## config.mk

```make
export PLATFORM = sky130hd
export DESIGN_NAME = timer_arbiter
export DESIGN_NICKNAME = d
export VERILOG_FILES = /design/src/rtl/timer_arbiter.sv
export SDC_FILE = /design/constraint.sdc
export NUM_CORES = 1
export LEC_CHECK = 0
export BUFFER_PORTS_ARGS = -buffer_cell sky130_fd_sc_hd__buf_4
export CAP_MARGIN = 5
export CORE_ASPECT_RATIO = 0.8
export CORE_MARGIN = 5
export CORE_UTILIZATION = 41
export CTS_BUF_LIST = sky130_fd_sc_hd__clkbuf_4 sky130_fd_sc_hd__clkbuf_8
export DETAILED_ROUTE_END_ITERATION = 7
export HOLD_SLACK_MARGIN = 0.05
export PLACE_DENSITY_LB_ADDON = 0.3
export SETUP_SLACK_MARGIN = 0.5
export SLEW_MARGIN = 20
export SYNTH_ARGS = -nofsm -noshare
export SYNTH_HDL_FRONTEND = slang
export SYNTH_SLANG_ARGS = --single-unit
```

## constraint.sdc

```tcl
create_clock -name clk -period 2.95 [get_ports clk]
set_clock_uncertainty 0.1 [all_clocks]
set_input_delay 0.295 -clock clk [delete_from_list [all_inputs] [get_ports clk]]
set_output_delay 0.295 -clock clk [all_outputs]
set_load 0.02 [all_outputs]
```

## src/rtl/timer_arbiter.sv

```systemverilog
// Shares one timing unit among NUM_REQ requesters, round-robin by default.
// Define TIMER_ARB_PRIORITY_EN for fixed lowest-index-wins arbitration (no rr_ptr).
module timer_arbiter #(
   parameter int NUM_REQ = 4,
   parameter int CW      = 32
) (
   input  logic                  clk,
   input  logic                  reset,
   input  logic [NUM_REQ-1:0]    req_valid,
   input  logic [NUM_REQ-1:0]    req_mode,
   input  logic [NUM_REQ*CW-1:0] req_termcount,
   input  logic [NUM_REQ-1:0]    req_cancel,
   output logic [NUM_REQ-1:0]    grant,
   output logic [NUM_REQ-1:0]    done,
   output logic                  busy,
   output logic                  tmr_trig_start,
   output logic                  tmr_trig_halt,
   output logic                  tmr_mode,
   output logic [CW-1:0]         tmr_termcount,
   input  logic                  tmr_status,
   input  logic                  tmr_int
);

   localparam int IW = (NUM_REQ > 1) ? $clog2(NUM_REQ) : 1;

   localparam logic [2:0] ST_IDLE  = 3'd0;
   localparam logic [2:0] ST_START = 3'd1;
   localparam logic [2:0] ST_RUN   = 3'd2;
   localparam logic [2:0] ST_HALT  = 3'd3;
   localparam logic [2:0] ST_DRAIN = 3'd4;

   logic [2:0]         state_q, state_d;
   logic [IW-1:0]      owner_q, owner_d;
   logic [NUM_REQ-1:0] grant_q, grant_d;
   logic [NUM_REQ-1:0] done_q, done_d;
   logic               mode_q, mode_d;
   logic [CW-1:0]      tc_q, tc_d;
   logic               busy_q, start_q, halt_q;
   logic               rel;
   logic [IW-1:0]      scan_base;
   logic               pick_found;
   logic [IW-1:0]      pick_idx;

`ifdef TIMER_ARB_PRIORITY_EN
   assign scan_base = '0;
`else
   logic [IW-1:0]      rr_ptr_q, rr_ptr_d;
   assign scan_base = rr_ptr_q;
`endif

   // Scan downward so the candidate closest to scan_base is the last (winning) assignment.
   always_comb begin
      pick_found = 1'b0;
      pick_idx   = '0;
      for (int i = NUM_REQ - 1; i >= 0; i--) begin
         if (req_valid[IW'((int'(scan_base) + i) % NUM_REQ)]) begin
            pick_found = 1'b1;
            pick_idx   = IW'((int'(scan_base) + i) % NUM_REQ);
         end
      end
   end

   // NOTE: every signal written here gets a default first, so no latch can be inferred.
   always_comb begin
      state_d = state_q;
      owner_d = owner_q;
      grant_d = grant_q;
      done_d  = '0;
      mode_d  = mode_q;
      tc_d    = tc_q;
      rel     = 1'b0;
`ifndef TIMER_ARB_PRIORITY_EN
      rr_ptr_d = rr_ptr_q;
`endif
      case (state_q)
         ST_IDLE: begin
            if (pick_found) begin
               owner_d = pick_idx;
               mode_d  = req_mode[pick_idx];
               tc_d    = req_termcount[int'(pick_idx)*CW +: CW];
               grant_d = NUM_REQ'(1) << pick_idx;
               state_d = (tc_d == '0) ? ST_DRAIN : ST_START;
            end
         end
         ST_START: state_d = ST_RUN;
         ST_RUN: begin
            if (req_cancel[owner_q]) begin
               state_d = ST_HALT;
               if (tmr_int) done_d = grant_q;
            end else if (mode_q && !req_valid[owner_q]) begin
               state_d = ST_HALT;
            end else if (tmr_int) begin
               done_d = grant_q;
               if (!mode_q) rel = 1'b1;
            end
         end
         // The halt strobe must go out before tmr_status is trusted.
         ST_HALT: begin
            if (!halt_q && !tmr_status) rel = 1'b1;
         end
         ST_DRAIN: begin
            done_d = grant_q;
            rel    = 1'b1;
         end
         default: state_d = ST_IDLE;
      endcase
      if (rel) begin
         state_d = ST_IDLE;
         grant_d = '0;
`ifndef TIMER_ARB_PRIORITY_EN
         rr_ptr_d = (owner_q == IW'(NUM_REQ - 1)) ? '0 : owner_q + 1'b1;
`endif
      end
   end

   // NOTE: sequential state uses non-blocking assignments only, so all registers update together.
   always_ff @(posedge clk) begin
      if (!reset) begin
         state_q <= ST_IDLE;
         owner_q <= '0;
         grant_q <= '0;
         done_q  <= '0;
         mode_q  <= 1'b0;
         tc_q    <= '0;
         busy_q  <= 1'b0;
         start_q <= 1'b0;
         halt_q  <= 1'b0;
`ifndef TIMER_ARB_PRIORITY_EN
         rr_ptr_q <= '0;
`endif
      end else begin
         state_q <= state_d;
         owner_q <= owner_d;
         grant_q <= grant_d;
         done_q  <= done_d;
         mode_q  <= mode_d;
         tc_q    <= tc_d;
         busy_q  <= (state_d != ST_IDLE);
         start_q <= (state_d == ST_START);
         halt_q  <= (state_q == ST_RUN) && (state_d == ST_HALT);
`ifndef TIMER_ARB_PRIORITY_EN
         rr_ptr_q <= rr_ptr_d;
`endif
      end
   end

   assign grant          = grant_q;
   assign done           = done_q;
   assign busy           = busy_q;
   assign tmr_trig_start = start_q;
   assign tmr_trig_halt  = halt_q;
   assign tmr_mode       = mode_q;
   assign tmr_termcount  = tc_q;

endmodule

```

==> results of run 1 <==
## sequential cells by signal (all words and copies together), names as in the netlist
| name | flops |
|---|---|
| busy | 1 |
| tmr_termcount | 32 |
| owner_q | 2 |
| tmr_trig_halt | 1 |
| state_q | 3 |
| tmr_trig_start | 1 |
| grant | 4 |
| tmr_mode | 1 |
| rr_ptr_q | 2 |
| done | 4 |
## kinds of logic (layout without fill, tap and decap cells)
group / count (synthesis) / count (layout)
DFF: 51 / 51
AOI/OAI and AO/OA: 66 / 66
muxes: 90 / 90
adders and majority gates: 1 / 1
and+or+nand+nor: 130 / 130
buffers and inverters: 26 / 227
## per-stage QoR
stage          setup TNS (ps)    util  cell area, um2  power [uW]
4_1_cts                -446.1  0.6639            4977        2654
3_3_place_gp            -1153  0.6420            4813        2204
6_report               -316.1  0.6769            5075        2659
3_5_place_dp            -1540  0.6420            4813        2235
5_1_grt                -746.2  0.6769            5075        2844
2_1_floorplan          -61.10       -            3222        1680
## report_power, final
part	internal [uW]	total, uW	switching [uW]	leakage [uW]
clock network	175	394	219	0.0000446
logic	626	1340	711	0.00213
registers	832	928	95.4	0.000421
total	1630	2660	1030	0.00259
## Yosys cell counts (3+ instances only)
| master | number | area (um2) |
|---|---|---|
| sky130_fd_sc_hd__a211oi_1 | 4 | 30.03 |
| sky130_fd_sc_hd__a21boi_0 | 29 | 217.7 |
| sky130_fd_sc_hd__a21oi_1 | 15 | 75.07 |
| sky130_fd_sc_hd__and2_1 | 10 | 62.56 |
| sky130_fd_sc_hd__buf_2 | 5 | 25.02 |
| sky130_fd_sc_hd__buf_4 | 4 | 30.03 |
| sky130_fd_sc_hd__buf_6 | 3 | 33.78 |
| sky130_fd_sc_hd__clkbuf_1 | 10 | 37.54 |
| sky130_fd_sc_hd__dfxtp_1 | 51 | 1021 |
| sky130_fd_sc_hd__mux2_2 | 9 | 101.4 |
| sky130_fd_sc_hd__mux2i_1 | 78 | 780.8 |
| sky130_fd_sc_hd__nand2_1 | 69 | 259.0 |
| sky130_fd_sc_hd__nand2b_1 | 4 | 25.02 |
| sky130_fd_sc_hd__nor2_1 | 17 | 63.81 |
| sky130_fd_sc_hd__nor2b_1 | 10 | 62.56 |
| sky130_fd_sc_hd__o21ai_0 | 8 | 40.04 |
| sky130_fd_sc_hd__or4_1 | 6 | 45.04 |
## timing repair
action,in CTS,in global routing
setup buffers,4,1
resized for setup,4,18
cloned,0,1
pin swaps,2,0
setup endpoints to repair,14,11
## per-layer routing
metal | global-route usage | vias to the layer above
met5 | 0 | -
li1 | - | 1682
met2 | 0.3904 | 138
met4 | 0.04014 | 0
met3 | 0.05487 | 6
met1 | 0.2394 | 1552
## worst max-delay path: stages (launching register included)
cell                       delay, ps
sky130_fd_sc_hd__dfxtp_2         330
sky130_fd_sc_hd__nand2b_4        130
sky130_fd_sc_hd__nor2b_4         130
sky130_fd_sc_hd__o22ai_4         180
sky130_fd_sc_hd__buf_12          170
sky130_fd_sc_hd__buf_6           120
sky130_fd_sc_hd__mux2i_1         170
sky130_fd_sc_hd__mux2i_1         130
sky130_fd_sc_hd__or4_1           510
sky130_fd_sc_hd__or4_4           560
sky130_fd_sc_hd__nor4_4          300
sky130_fd_sc_hd__o21ai_1         120
## placed cells by master (no fill, tap or decap), types with 5 or more instances in the layout
master	n
sky130_fd_sc_hd__buf_4	206
sky130_fd_sc_hd__mux2i_1	78
sky130_fd_sc_hd__nand2_1	69
sky130_fd_sc_hd__dfxtp_1	48
sky130_fd_sc_hd__a21boi_0	28
sky130_fd_sc_hd__nor2_1	16
sky130_fd_sc_hd__a21oi_1	15
sky130_fd_sc_hd__and2_1	10
sky130_fd_sc_hd__mux2_2	9
sky130_fd_sc_hd__nor2b_1	9
sky130_fd_sc_hd__o21ai_0	6
sky130_fd_sc_hd__clkbuf_8	5
sky130_fd_sc_hd__buf_6	5
## worst max path at each step
stage,startpoint,to,slack [ps]
finish,rr_ptr_q[0]$_SDFFE_PN0P_,state_q[0]$_SDFF_PN0_,-140
CTS,rr_ptr_q[0]$_SDFFE_PN0P_,state_q[0]$_SDFF_PN0_,-180
floorplan,rr_ptr_q[0]$_SDFFE_PN0P_,state_q[2]$_SDFF_PN0_,-30
global placement,req_valid[0],state_q[0]$_SDFF_PN0_,-400
detailed placement,req_valid[0],state_q[0]$_SDFF_PN0_,-520
global route,rr_ptr_q[0]$_SDFFE_PN0P_,state_q[0]$_SDFF_PN0_,-290
## layout make-up
type                    instances  share of cell area
multi-input cells             287              0.4112
repair buffers                217              0.3420
flip-flops and latches         51              0.2019
well taps                     105             0.02589
clock buffers                   6             0.01504
clock inverters                 2            0.002465
inverters                       2            0.001479
==> Implementation_results.wiki, run 1 <==
{| class="wikitable"
! Metric !! Value
|-
| Final Non-Filler Cells || 670
|-
| Number of library cell types mapped by synthesis || 43
|-
| Area of the core || 0.007497 mm2
|-
| Final wirelength || 10,300 um
|-
| Pleak || 0.002590 uW
|-
| Number of maximum-capacitance constraint violations || 0
|-
| Post-Syn Nets || 509
|-
| Met2 wirelength from detailed routing || 5229 um
|-
| Yosys warnings || 0
|-
| Synthesized area per cell || 8.765 um2
|-
| Placed cells || 656
|-
| Multi-input combinational cell area || 0.002087 mm2
|-
| Total length of routed met3 wires || 993 um
|-
| Count of nets after finishing || 709
|-
| Min Hold Slack || 333.5 ps
|-
| Storage element area || 0.001025 mm2
|-
| Worst-case register-to-register setup slack || -140 ps
|-
| Worst reg2reg endpoint || state_q[0]$_SDFF_PN0_
|-
| Total of fill cells in the finished design || 623
|-
| Vias per inst || 5.042
|-
| Largest buffer count on any clock path || 2
|-
| Hold Startpoint || reset
|-
| Wire length of the first global-routing pass || 15,990 um
|-
| Number of endpoints with negative hold slack in the final report || 0
|-
| CTS sink count || 51
|-
| Count of input and output buffers || 187
|-
| # IOs || 188
|-
| Fraction of the cycle the final worst path needs || 1.047
|-
| Async set-or-reset flop fraction in the synthesized netlist || 0
|-
| Result of the run || finished with violations
|-
| Area growth syn-to-layout || 59.06%
|-
| Most frequently used flop master after synthesis || sky130_fd_sc_hd__dfxtp_1
|-
| Pin count of the biggest net entering global routing || 42
|-
| EDFF count, synth || 0
|-
| GRT Resource Usage Total || 0.2075
|-
| Total of flip-flops plus latches after synthesis || 51
|-
| Row cnt || 28
|-
| WHS Endpoint || rr_ptr_q[1]$_SDFFE_PN0P_
|-
| Antenna violations before repair || 0
|-
| Post-detail-place hpwl || 8356 um
|-
| Violations in the final reports || negative setup slack
|-
| Area share of fa/ha/maj cells after synthesis || 0.003922
|-
| X dimension of the die || 108.6 um
|-
| Count of final setup violators || 3
|-
| Element type at the critical path end || flop
|-
| Gpl congestion || 0.8244
|-
| DR vias || 3,378
|-
| Mapped Area || 0.003191 mm2
|-
| Crit Path Max Fanout || 12
|-
| Number of clock buffers inserted by TritonCTS || 5
|-
| Die boundary height || 88.90 um
|-
| Share of layout cells above drive strength 1 || 0.4513
|-
| Drt first pass iters || 4
|-
| Least-Margin Pin Slew || 705.9 ps
|-
| Initial cell density of the core || 0.4256
|-
| Number of diodes || 0
|-
| Worst Reg-to-Reg Cells || 11
|-
| Post-synthesis share of cell area spent on and, or, nand and nor gates || 0.1929
|-
| CTS Root Buffer Type || sky130_fd_sc_hd__clkbuf_8
|-
| DRC || 0
|-
| Vias in the first global route || 3,488
|-
| Pre-CTS setup slack || -515.9 ps
|-
| Clock tree from TritonCTS || built
|-
| Worst-case setup margin in the final layout || -139.6 ps
|-
| Startpoint of the worst register-to-register path || rr_ptr_q[0]$_SDFFE_PN0P_
|-
| Critical path data arrival time || 3140 ps
|-
| Fraction of the mapped netlist area in compound gates || 0.1447
|-
| Die ar. || 0.009657 mm2
|-
| RSZ-0062 raised after global routing || yes
|-
| Hold buffer count at CTS || 0
|-
| Maximum operating frequency || 323.7 MHz
|-
| Routed met1 length || 3982 um
|-
| Power per cell area || 523.9 mW/mm2
|-
| Wire length per cell after detailed routing || 15.38 um
|-
| Clock slew at reported path FFs || 90 ps
|-
| Highest signal layer in the routed design || met4
|-
| Sequential share of the synthesized area || 0.3200
|-
| Required @ worst endpoint || 3000 ps
|-
| Class of the most critical setup path || flop to flop
|-
| Element type at the critical path start || flop
|-
| Final-report max-slew violation count || 0
|-
| Fraction of synthesized area in multiplexers || 0.2941
|-
| Tightest slew margin relative to the limit || 0.5266
|-
| Detail Route Antenna Nets || 0
|-
| Xor and xnor area share after synthesis || 0
|-
| Dominant combinational cell family by area after synthesis || multiplexers
|-
| Number of H-tree levels || 2
|-
| Final Critical Period || 3090 ps
|-
| Violation count after the first detailed-routing iteration || 97
|-
| HP Class || primary input to flop
|-
| GRT Residual Overflow || 0
|-
| Clock latency on the worst-skew pair || 300 ps
|-
| Hold depth || 2
|-
| Mapped Cells || 364
|-
| Peak VDD IR || 0.2519 mV
|}
Power figures use the tool's default switching activity.
==> inputs of run 2 (changes only) <==
--- a/config.mk
+++ b/config.mk
@@ -12,9 +12,9 @@
 export CORE_UTILIZATION = 41
 export CTS_BUF_LIST = sky130_fd_sc_hd__clkbuf_4 sky130_fd_sc_hd__clkbuf_8
 export DETAILED_ROUTE_END_ITERATION = 7
+export GPL_TIMING_DRIVEN = 0
 export HOLD_SLACK_MARGIN = 0.05
 export PLACE_DENSITY_LB_ADDON = 0.3
-export SETUP_SLACK_MARGIN = 0.5
 export SLEW_MARGIN = 20
 export SYNTH_ARGS = -nofsm -noshare
 export SYNTH_HDL_FRONTEND = slang
==> run 2 against run 1 <==
- the flow still finishes with violations (negative setup slack)
- utilization fell by 0.13 points
- setup slack got worse by 110 ps
- count of clock-buffer cells in the layout did not move
- via count rose by 0.65%
- combinational power barely moved
- sequential power fell by 0.8%
- first-iteration DRC count fell by 35%
- worst hold slack got worse by 61 ps
- sequential cell count did not move
- largest cell class unchanged
- largest power group unchanged
==> Implementation_results.wiki, run 2 (same netlist as run 1, synthesis figures left out) <==
{| class="wikitable"
! Metric !! Value
|-
| Detail Route Antenna Nets || 0 (unchanged)
|-
| Vias per inst || 5.060 (+0.35%)
|-
| Least-Margin Pin Slew || 772.8 ps (+66.87 ps)
|-
| Number of endpoints with negative hold slack in the final report || 0 (unchanged)
|-
| Startpoint of the worst register-to-register path || rr_ptr_q[1]$_SDFFE_PN0P_
|-
| Maximum operating frequency || 312.1 MHz (-3.6%)
|-
| WHS Endpoint || state_q[1]$_SDFF_PN0_
|-
| CTS sink count || 51 (unchanged)
|-
| Final-report max-slew violation count || 0 (unchanged)
|-
| Power per cell area || 551.1 mW/mm2 (+5.2%)
|-
| Vias in the first global route || 3,495 (+0.20%)
|-
| Violations in the final reports || negative setup slack
|-
| Antenna violations before repair || 0 (unchanged)
|-
| Fraction of the cycle the final worst path needs || 1.086 (+0.03876)
|-
| Max reg flops || 32 (unchanged)
|-
| Hold depth || 3 (+1)
|-
| Worst reg2reg endpoint || state_q[2]$_SDFF_PN0_
|-
| DR vias || 3,400 (+0.65%)
|-
| Post-detail-place hpwl || 8689 um (+4.0%)
|-
| Pin count of the biggest net entering global routing || 17 (-60%)
|-
| GRT Resource Usage Total || 0.2199 (+0.01246)
|-
| Final Critical Period || 3204 ps (+114.3 ps)
|-
| Peak VDD IR || 0.3523 mV (+40%)
|-
| Number of maximum-capacitance constraint violations || 0 (unchanged)
|-
| CTS Root Buffer Type || sky130_fd_sc_hd__clkbuf_8
|-
| Wire length per cell after detailed routing || 15.89 um (+3.3%)
|-
| Critical path data arrival time || 3370 ps (+230 ps)
|-
| Final wirelength || 10,680 um (+3.6%)
|-
| Critical path cell sequence || a21o_1, a21oi_2, o22ai_4, buf_12, buf_12, mux2i_1, mux2i_1, or4_4, or4_4, nor4_4, and3_1
|-
| Worst-case register-to-register setup slack || -250 ps (-110 ps)
|-
| Area growth syn-to-layout || 58.75%
|-
| Number of H-tree levels || 2 (unchanged)
|-
| Die boundary height || 88.90 um (unchanged)
|-
| Die ar. || 0.009657 mm2 (unchanged)
|-
| Pleak || 0.002566 uW (-0.96%)
|-
| Initial cell density of the core || 0.4256 (unchanged)
|-
| Worst stage delay on the critical path || 540 ps (-20 ps)
|-
| Clock slew at reported path FFs || 100 ps (about the same)
|-
| Worst setup path startpoint || rr_ptr_q[1]$_SDFFE_PN0P_
|-
| # IOs || 188 (unchanged)
|-
| Drt first pass iters || 4 (unchanged)
|-
| Share of layout cells above drive strength 1 || 0.4233 (-0.02805)
|-
| Worst-path cell with the longest stage delay || sky130_fd_sc_hd__or4_4
|-
| Clock tree from TritonCTS || built
|-
| Gpl congestion || 0.8299 (+0.67%)
|-
| Result of the run || finished with violations
|-
| Crit Path Max Fanout || 6 (-6)
|-
| Count of input and output buffers || 187 (unchanged)
|-
| Number of clock buffers inserted by TritonCTS || 5 (unchanged)
|-
| Core Util, Final || 0.6756 (-0.001336)
|-
| Count of final setup violators || 3 (unchanged)
|-
| Element type at the critical path start || flop
|-
| Worst-case setup margin in the final layout || -254.0 ps (-114.3 ps)
|-
| Class of the most critical setup path || flop to flop
|-
| Min Hold Slack || 272.4 ps (-61.14 ps)
|-
| Required @ worst endpoint || 3110 ps (+110 ps)
|-
| Most used cells in the layout excluding fill and tap cells || sky130_fd_sc_hd__buf_4, sky130_fd_sc_hd__mux2i_1, sky130_fd_sc_hd__nand2_1, sky130_fd_sc_hd__dfxtp_1, sky130_fd_sc_hd__a21boi_0
|-
| Tightest slew margin relative to the limit || 0.4781 (-0.04856)
|-
| RSZ-0062 raised after global routing || yes
|-
| Row cnt || 28 (unchanged)
|-
| GRT Residual Overflow || 0 (unchanged)
|-
| Clock latency on the worst-skew pair || 310 ps (about the same)
|-
| Element type at the critical path end || flop
|-
| DRC || 0 (unchanged)
|-
| Violation count after the first detailed-routing iteration || 63 (-35%)
|-
| Largest buffer count on any clock path || 2 (unchanged)
|-
| X dimension of the die || 108.6 um (unchanged)
|-
| Count of nets after finishing || 711 (+0.28%)
|-
| Wire length of the first global-routing pass || 16,500 um (+3.1%)
|-
| Area of the core || 0.007497 mm2 (unchanged)
|-
| Commonest non-fill, non-tap cell in the layout || sky130_fd_sc_hd__buf_4
|-
| Hold Startpoint || reset
|-
| Worst Reg-to-Reg Cells || 11 (unchanged)
|-
| HP Class || primary input to flop
|-
| Number of diodes || 0 (unchanged)
|}
==> run 2: how the worst max path moves through the flow <==
| stage | end | slack (ps) |
|---|---|---|
| final | state_q[2]$_SDFF_PN0_ | -250 |
| after detailed placement | state_q[2]$_SDFF_PN0_ | -520 |
| after CTS | state_q[2]$_SDFF_PN0_ | -240 |
| after global routing | state_q[2]$_SDFF_PN0_ | -380 |
| after floorplan | state_q[2]$_SDFF_PN0_ | -30 |
| after global placement | state_q[2]$_SDFF_PN0_ | -510 |
==> run 2: layer usage <==
layer,global-route usage,up-vias,share of wire
li1,-,1682,-
met2,0.3875,133,0.49
met1,0.2638,1573,0.40
met3,0.06282,12,0.095
met5,0,-,0
met4,0.06307,0,0.015
==> run 2: what timing repair did <==
action	4_1_cts	5_1_grt
hold buffers	0	0
resized for setup	14	6
pin swaps	9	5
setup buffers	4	3
setup endpoints to repair	5	3
endpoints found under the hold margin	0	0
gates cloned	0	1
==> run 2: power by group <==
part,switching [uW],leakage (uW),internal (uW)
registers,89.8,0.000421,831
logic,743,0.00208,608
clock network,240,0.0000618,279
==> run 2: through the flow <==
stage	power [uW]	cell area (um2)	setup WS (ps)	instances	TNS, ps
3_5_place_dp	2244	4750	-518.2	656	-1767
3_3_place_gp	2212	4750	-513.6	656	-1751
6_report	2791	5065	-254.0	672	-708.1
2_1_floorplan	1676	3214	-32.46	364	-61.13
4_1_cts	2786	4982	-236.6	668	-637.3
5_1_grt	2977	5065	-381.0	672	-1076
==> run 2: final cells by class <==
cell class,count,area [um2]
Timing Repair Buffer,195,1519
Sequential cell,51,1026
Inverter,2,7.507
Buffer,24,192.7
Multi-Input combinational cell,287,2067
Clock inverter,2,38.79
Fill cell,658,2432
Clock buffer,6,82.58
Tap cell,105,131.4
==> run 2: critical path, delay by kind of cell, from the launching register on <==
| kind | cells | cell delay, ps |
|---|---|---|
| AND/OR/NAND/NOR | 4 | 1650 |
| AO/OA/AOI/OAI | 3 | 450 |
| buffers and inverters | 2 | 280 |
| flip-flops | 1 | 370 |
| multiplexers | 2 | 280 |
==> inputs of run 3 (changes only) <==
--- a/config.mk
+++ b/config.mk
@@ -5,11 +5,12 @@
 export SDC_FILE = /design/constraint.sdc
 export NUM_CORES = 1
 export LEC_CHECK = 0
+export ABC_AREA = 1
 export BUFFER_PORTS_ARGS = -buffer_cell sky130_fd_sc_hd__buf_4
 export CAP_MARGIN = 5
 export CORE_ASPECT_RATIO = 0.8
 export CORE_MARGIN = 5
-export CORE_UTILIZATION = 41
+export CORE_UTILIZATION = 43
 export CTS_BUF_LIST = sky130_fd_sc_hd__clkbuf_4 sky130_fd_sc_hd__clkbuf_8
 export DETAILED_ROUTE_END_ITERATION = 7
 export GPL_TIMING_DRIVEN = 0
==> run 3 against run 2 <==
- the run now ends clean
- register-to-register slack better by 490 ps
- worst hold slack worse by 110 ps
- routed wire length up 37%
- global-route usage up 4.2 points
- count of clock-buffer cells in the layout down 1
- non-clock buffer count up 8
- utilization down 2.6 points
- cell count up 47%
- cell area up 9.3%
- total power up 93%
- clock power down 2%
- critical endpoint is now busy$_SDFF_PN0_
- largest cell class unchanged
==> Implementation_results.wiki, run 3 <==
{| class="wikitable"
! Metric !! Value
|-
| GRT Residual Overflow || 0 (unchanged)
|-
| Fraction of the cycle the final worst path needs || 0.9207 (-0.1654)
|-
| Number of endpoints with negative hold slack in the final report || 0 (unchanged)
|-
| Result of the run || finished, final reports clean
|-
| Synth top area share || 0.2707 (-0.04926)
|-
| Final Critical Period || 2716 ps (-488.0 ps)
|-
| Pleak || 0.003212 uW (+25%)
|-
| Most common cell in the synthesized netlist || sky130_fd_sc_hd__nand2_1
|-
| Initial cell density of the core || 0.4426 (+0.01702)
|-
| Worst setup path startpoint || rr_ptr_q[0]$_SDFFE_PN0P_
|-
| Clock tree from TritonCTS || built
|-
| X dimension of the die || 114.7 um (+5.6%)
|-
| Violation count after the first detailed-routing iteration || 424 (+570%)
|-
| Met2 wirelength from detailed routing || 6840 um (+31%)
|-
| Power per cell area || 975.7 mW/mm2 (+77%)
|-
| Number of clock buffers inserted by TritonCTS || 5 (unchanged)
|-
| Final wirelength || 14,620 um (+37%)
|-
| Area of the core || 0.008521 mm2 (+14%)
|-
| Detail Route Antenna Nets || 0 (unchanged)
|-
| Sequential share of the synthesized area || 0.2707 (-0.04926)
|-
| EDFF count, synth || 0 (unchanged)
|-
| Wire length of the first global-routing pass || 22,710 um (+38%)
|-
| Hold Startpoint || req_mode[0]
|-
| Count of input and output buffers || 186 (-0.53%)
|-
| Highest signal layer in the routed design || met4
|-
| Placed cells || 979 (+49%)
|-
| CTS Root Buffer Type || sky130_fd_sc_hd__clkbuf_8
|-
| Share of layout cells above drive strength 1 || 0.2854 (-0.1379)
|-
| Worst-path cell with the longest stage delay || sky130_fd_sc_hd__dfxtp_2
|-
| Mapped Cells || 681 (+87%)
|-
| Largest cells by area after synthesis || sky130_fd_sc_hd__dfxtp_1, sky130_fd_sc_hd__nand2_1, sky130_fd_sc_hd__nand3_1
|-
| Worst path bufs/invs || 4 (+2)
|-
| Final-report max-slew violation count || 0 (unchanged)
|-
| Switching power summed over all nets || 2850 uW (+170%)
|-
| Final setup TNS || 0 ps (+708.1 ps)
|-
| Crit Path Max Fanout || 10 (+4)
|-
| Startpoint of the worst register-to-register path || rr_ptr_q[0]$_SDFFE_PN0P_
|-
| Worst stage delay on the critical path || 370 ps (-170 ps)
|-
| Routed met1 length || 6213 um (+45%)
|-
| Top Family by Delay on Critical Path || simple AND/OR/NAND/NOR gates
|-
| Critical path cell sequence || buf_8, nand2_1, nand3_1, nand2_1, nand3_2, nand3_4, buf_6, buf_6, nand3_1, nand2_1, nand2_1, nand2_1, nor2_1, nand2_1, nor2_1, nand2_1, nor2_1, nand3_1, nand2_1, inv_1, nand2_1
|-
| Clock latency on the worst-skew pair || 310 ps (about the same)
|-
| Final Non-Filler Cells || 988 (+47%)
|-
| DRC || 0 (unchanged)
|-
| Overall Power || 5401 uW (+93%)
|-
| Element type at the critical path end || flop
|-
| Clock power share || 0.095 (-0.091)
|-
| Max reg flops || 32 (unchanged)
|-
| Mapped Area || 0.003771 mm2 (+18%)
|-
| Fraction of power consumed by sequential logic || 0.206 (-0.124)
|-
| Net switching fraction of the power || 0.5276 (+0.1433)
|-
| Required @ worst endpoint || 3110 ps (about the same)
|-
| Die ar. || 0.01075 mm2 (+11%)
|-
| Total of flip-flops plus latches after synthesis || 51 (unchanged)
|-
| Pin count of the biggest net entering global routing || 18 (+1)
|-
| Critical path data arrival time || 2870 ps (-500 ps)
|-
| GRT Resource Usage Total || 0.2624 (+0.04248)
|-
| Core Util, Final || 0.6496 (-0.02593)
|-
| Post-detail-place hpwl || 11,800 um (+36%)
|-
| Number of library cell types mapped by synthesis || 35 (-19%)
|-
| Tightest slew margin relative to the limit || 0.4889 (+0.01084)
|-
| Least-Margin Pin Slew || 759.6 ps (-13.15 ps)
|-
| Element type at the critical path start || flop
|-
| Gpl congestion || 0.9456 (+14%)
|-
| Combinational share of power || 0.700 (+0.216)
|-
| Most frequently used flop master after synthesis || sky130_fd_sc_hd__dfxtp_1
|-
| # IOs || 188 (unchanged)
|-
| Vias in the first global route || 4,822 (+38%)
|-
| Peak VDD IR || 0.5395 mV (+53%)
|-
| Placement-stage cell area || 0.005308 mm2 (+12%)
|-
| Drt first pass iters || 5 (+1)
|-
| Maximum operating frequency || 368.2 MHz (+18%)
|-
| DR vias || 5,082 (+49%)
|-
| CTS sink count || 51 (unchanged)
|-
| Antenna violations before repair || 0 (unchanged)
|-
| Hold buffer count at CTS || 0 (unchanged)
|-
| Row cnt || 30 (+7.1%)
|-
| Count of nets after finishing || 1,020 (+43%)
|-
| HP Class || primary input to flop
|-
| Number of maximum-capacitance constraint violations || 0 (unchanged)
|-
| Post-Syn Nets || 826 (+62%)
|-
| Number of H-tree levels || 2 (unchanged)
|-
| Die boundary height || 93.76 um (+5.5%)
|-
| Power Internal || 2551 uW (+48%)
|-
| Yosys warnings || 0 (unchanged)
|-
| Most common cell type on the critical path || sky130_fd_sc_hd__nand2_1
|-
| Most used cells in the layout excluding fill and tap cells || sky130_fd_sc_hd__nand2_1, sky130_fd_sc_hd__buf_4, sky130_fd_sc_hd__nor2_1, sky130_fd_sc_hd__nand3_1, sky130_fd_sc_hd__inv_1
|-
| Vias per inst || 5.144 (+1.7%)
|-
| Largest buffer count on any clock path || 2 (unchanged)
|-
| Post-Layout Inst Area || 0.005535 mm2 (+9.3%)
|-
| Commonest non-fill, non-tap cell in the layout || sky130_fd_sc_hd__nand2_1
|-
| Clock slew at reported path FFs || 100 ps (about the same)
|-
| Number of diodes || 0 (unchanged)
|-
| Async set-or-reset flop fraction in the synthesized netlist || 0 (unchanged)
|-
| Cell types with the highest counts after synthesis || sky130_fd_sc_hd__nand2_1, sky130_fd_sc_hd__nor2_1, sky130_fd_sc_hd__nand3_1
|-
| Class of the most critical setup path || flop to flop
|-
| Most area-hungry cell type in the Yosys netlist || sky130_fd_sc_hd__dfxtp_1
|-
| Wire length per cell after detailed routing || 14.80 um (-6.9%)
|-
| Count of final setup violators || 0 (-3)
|-
| Total length of routed met3 wires || 1322 um (+31%)
|-
| Synthesized area per cell || 5.538 um2 (-37%)
|-
| Area growth syn-to-layout || 46.78%
|}
==> run 3: cell types whose count changed in the layout (fill, tap and decap cells not counted), sizes merged, moves of 5 or more <==
cell / change
a211oi: -5
a21boi: -29
and2: -10
inv: +58
mux2: -10
mux2i: -78
nand2: +206
nand3: +84
nor2: +74
nor2b: -10
o211ai: +10
o21ai: +27
or4: -6
==> run 3: layer usage <==
| layer | global-route usage | vias to the layer above |
|---|---|---|
| met5 | 0 | - |
| met4 | 0.06354 | 0 |
| met3 | 0.04572 | 25 |
| met2 | 0.4302 | 233 |
| met1 | 0.3577 | 2299 |
| li1 | - | 2525 |
==> run 3: area by class of cell <==
cell class	count	area (um2)
Sequential cell	51	1023
Multi-Input combinational cell	529	2381
Timing Repair Buffer	187	1404
Clock buffer	5	68.82
Buffer	40	242.7
Clock inverter	3	46.29
Tap cell	112	140.1
Fill cell	821	2985
Inverter	61	229.0
==> run 3: kinds of logic (layout without fill, tap and decap cells) <==
| logic type | Yosys count | after routing | synth area share |
|---|---|---|---|
| buf+inv | 101 | 296 | 0.1141 |
| compound gates | 65 | 65 | 0.09589 |
| xor+xnor | 1 | 1 | 0.002323 |
| simple gates | 462 | 462 | 0.5136 |
| fa+ha+maj | 1 | 1 | 0.003317 |
| flops | 51 | 51 | 0.2707 |
==> run 3: power by group through the flow <==
stage,logic [uW],clock network (uW),registers [uW]
CTS,3610,514,1100
global placement,3530,0,1110
floorplan,2170,0,1340
global route,4200,544,1140
detailed placement,3590,0,1120
finish,3780,511,1110
==> run 3: worst min-delay path, cell delays in order <==
cell and delay (ps):
sky130_fd_sc_hd__buf_4 80, sky130_fd_sc_hd__a221oi_1 60, sky130_fd_sc_hd__a31oi_1 110
==> run 3: final timing paths <==
path                                end  slack (ps)  cells after the start
setup / recovery        busy$_SDFF_PN0_         230                     21
hold / removal    tmr_mode$_SDFFE_PN0P_         160                      3
setup reg to reg        busy$_SDFF_PN0_         230                     21
hold reg to reg      done[3]$_SDFF_PN0_         360                      2
==> run 3: what timing repair did <==
| item | in CTS | in global routing |
|---|---|---|
| setup endpoints to repair | 0 | 4 |
| setup buffers | 0 | 1 |
| gates resized for setup | 0 | 51 |
| endpoints found under the hold margin | 0 | 0 |
==> run 3: per-stage QoR <==
| stage | setup WS [ps] | hold slack (ps) |
|---|---|---|
| CTS | 158.7 | 159.4 |
| global placement | 198.8 | 342.8 |
| global route | -9.043 | 167.3 |
| finish | 234.1 | 164.3 |
| detailed placement | 184.2 | 348.0 |
| floorplan | 711.9 | 373.8 |
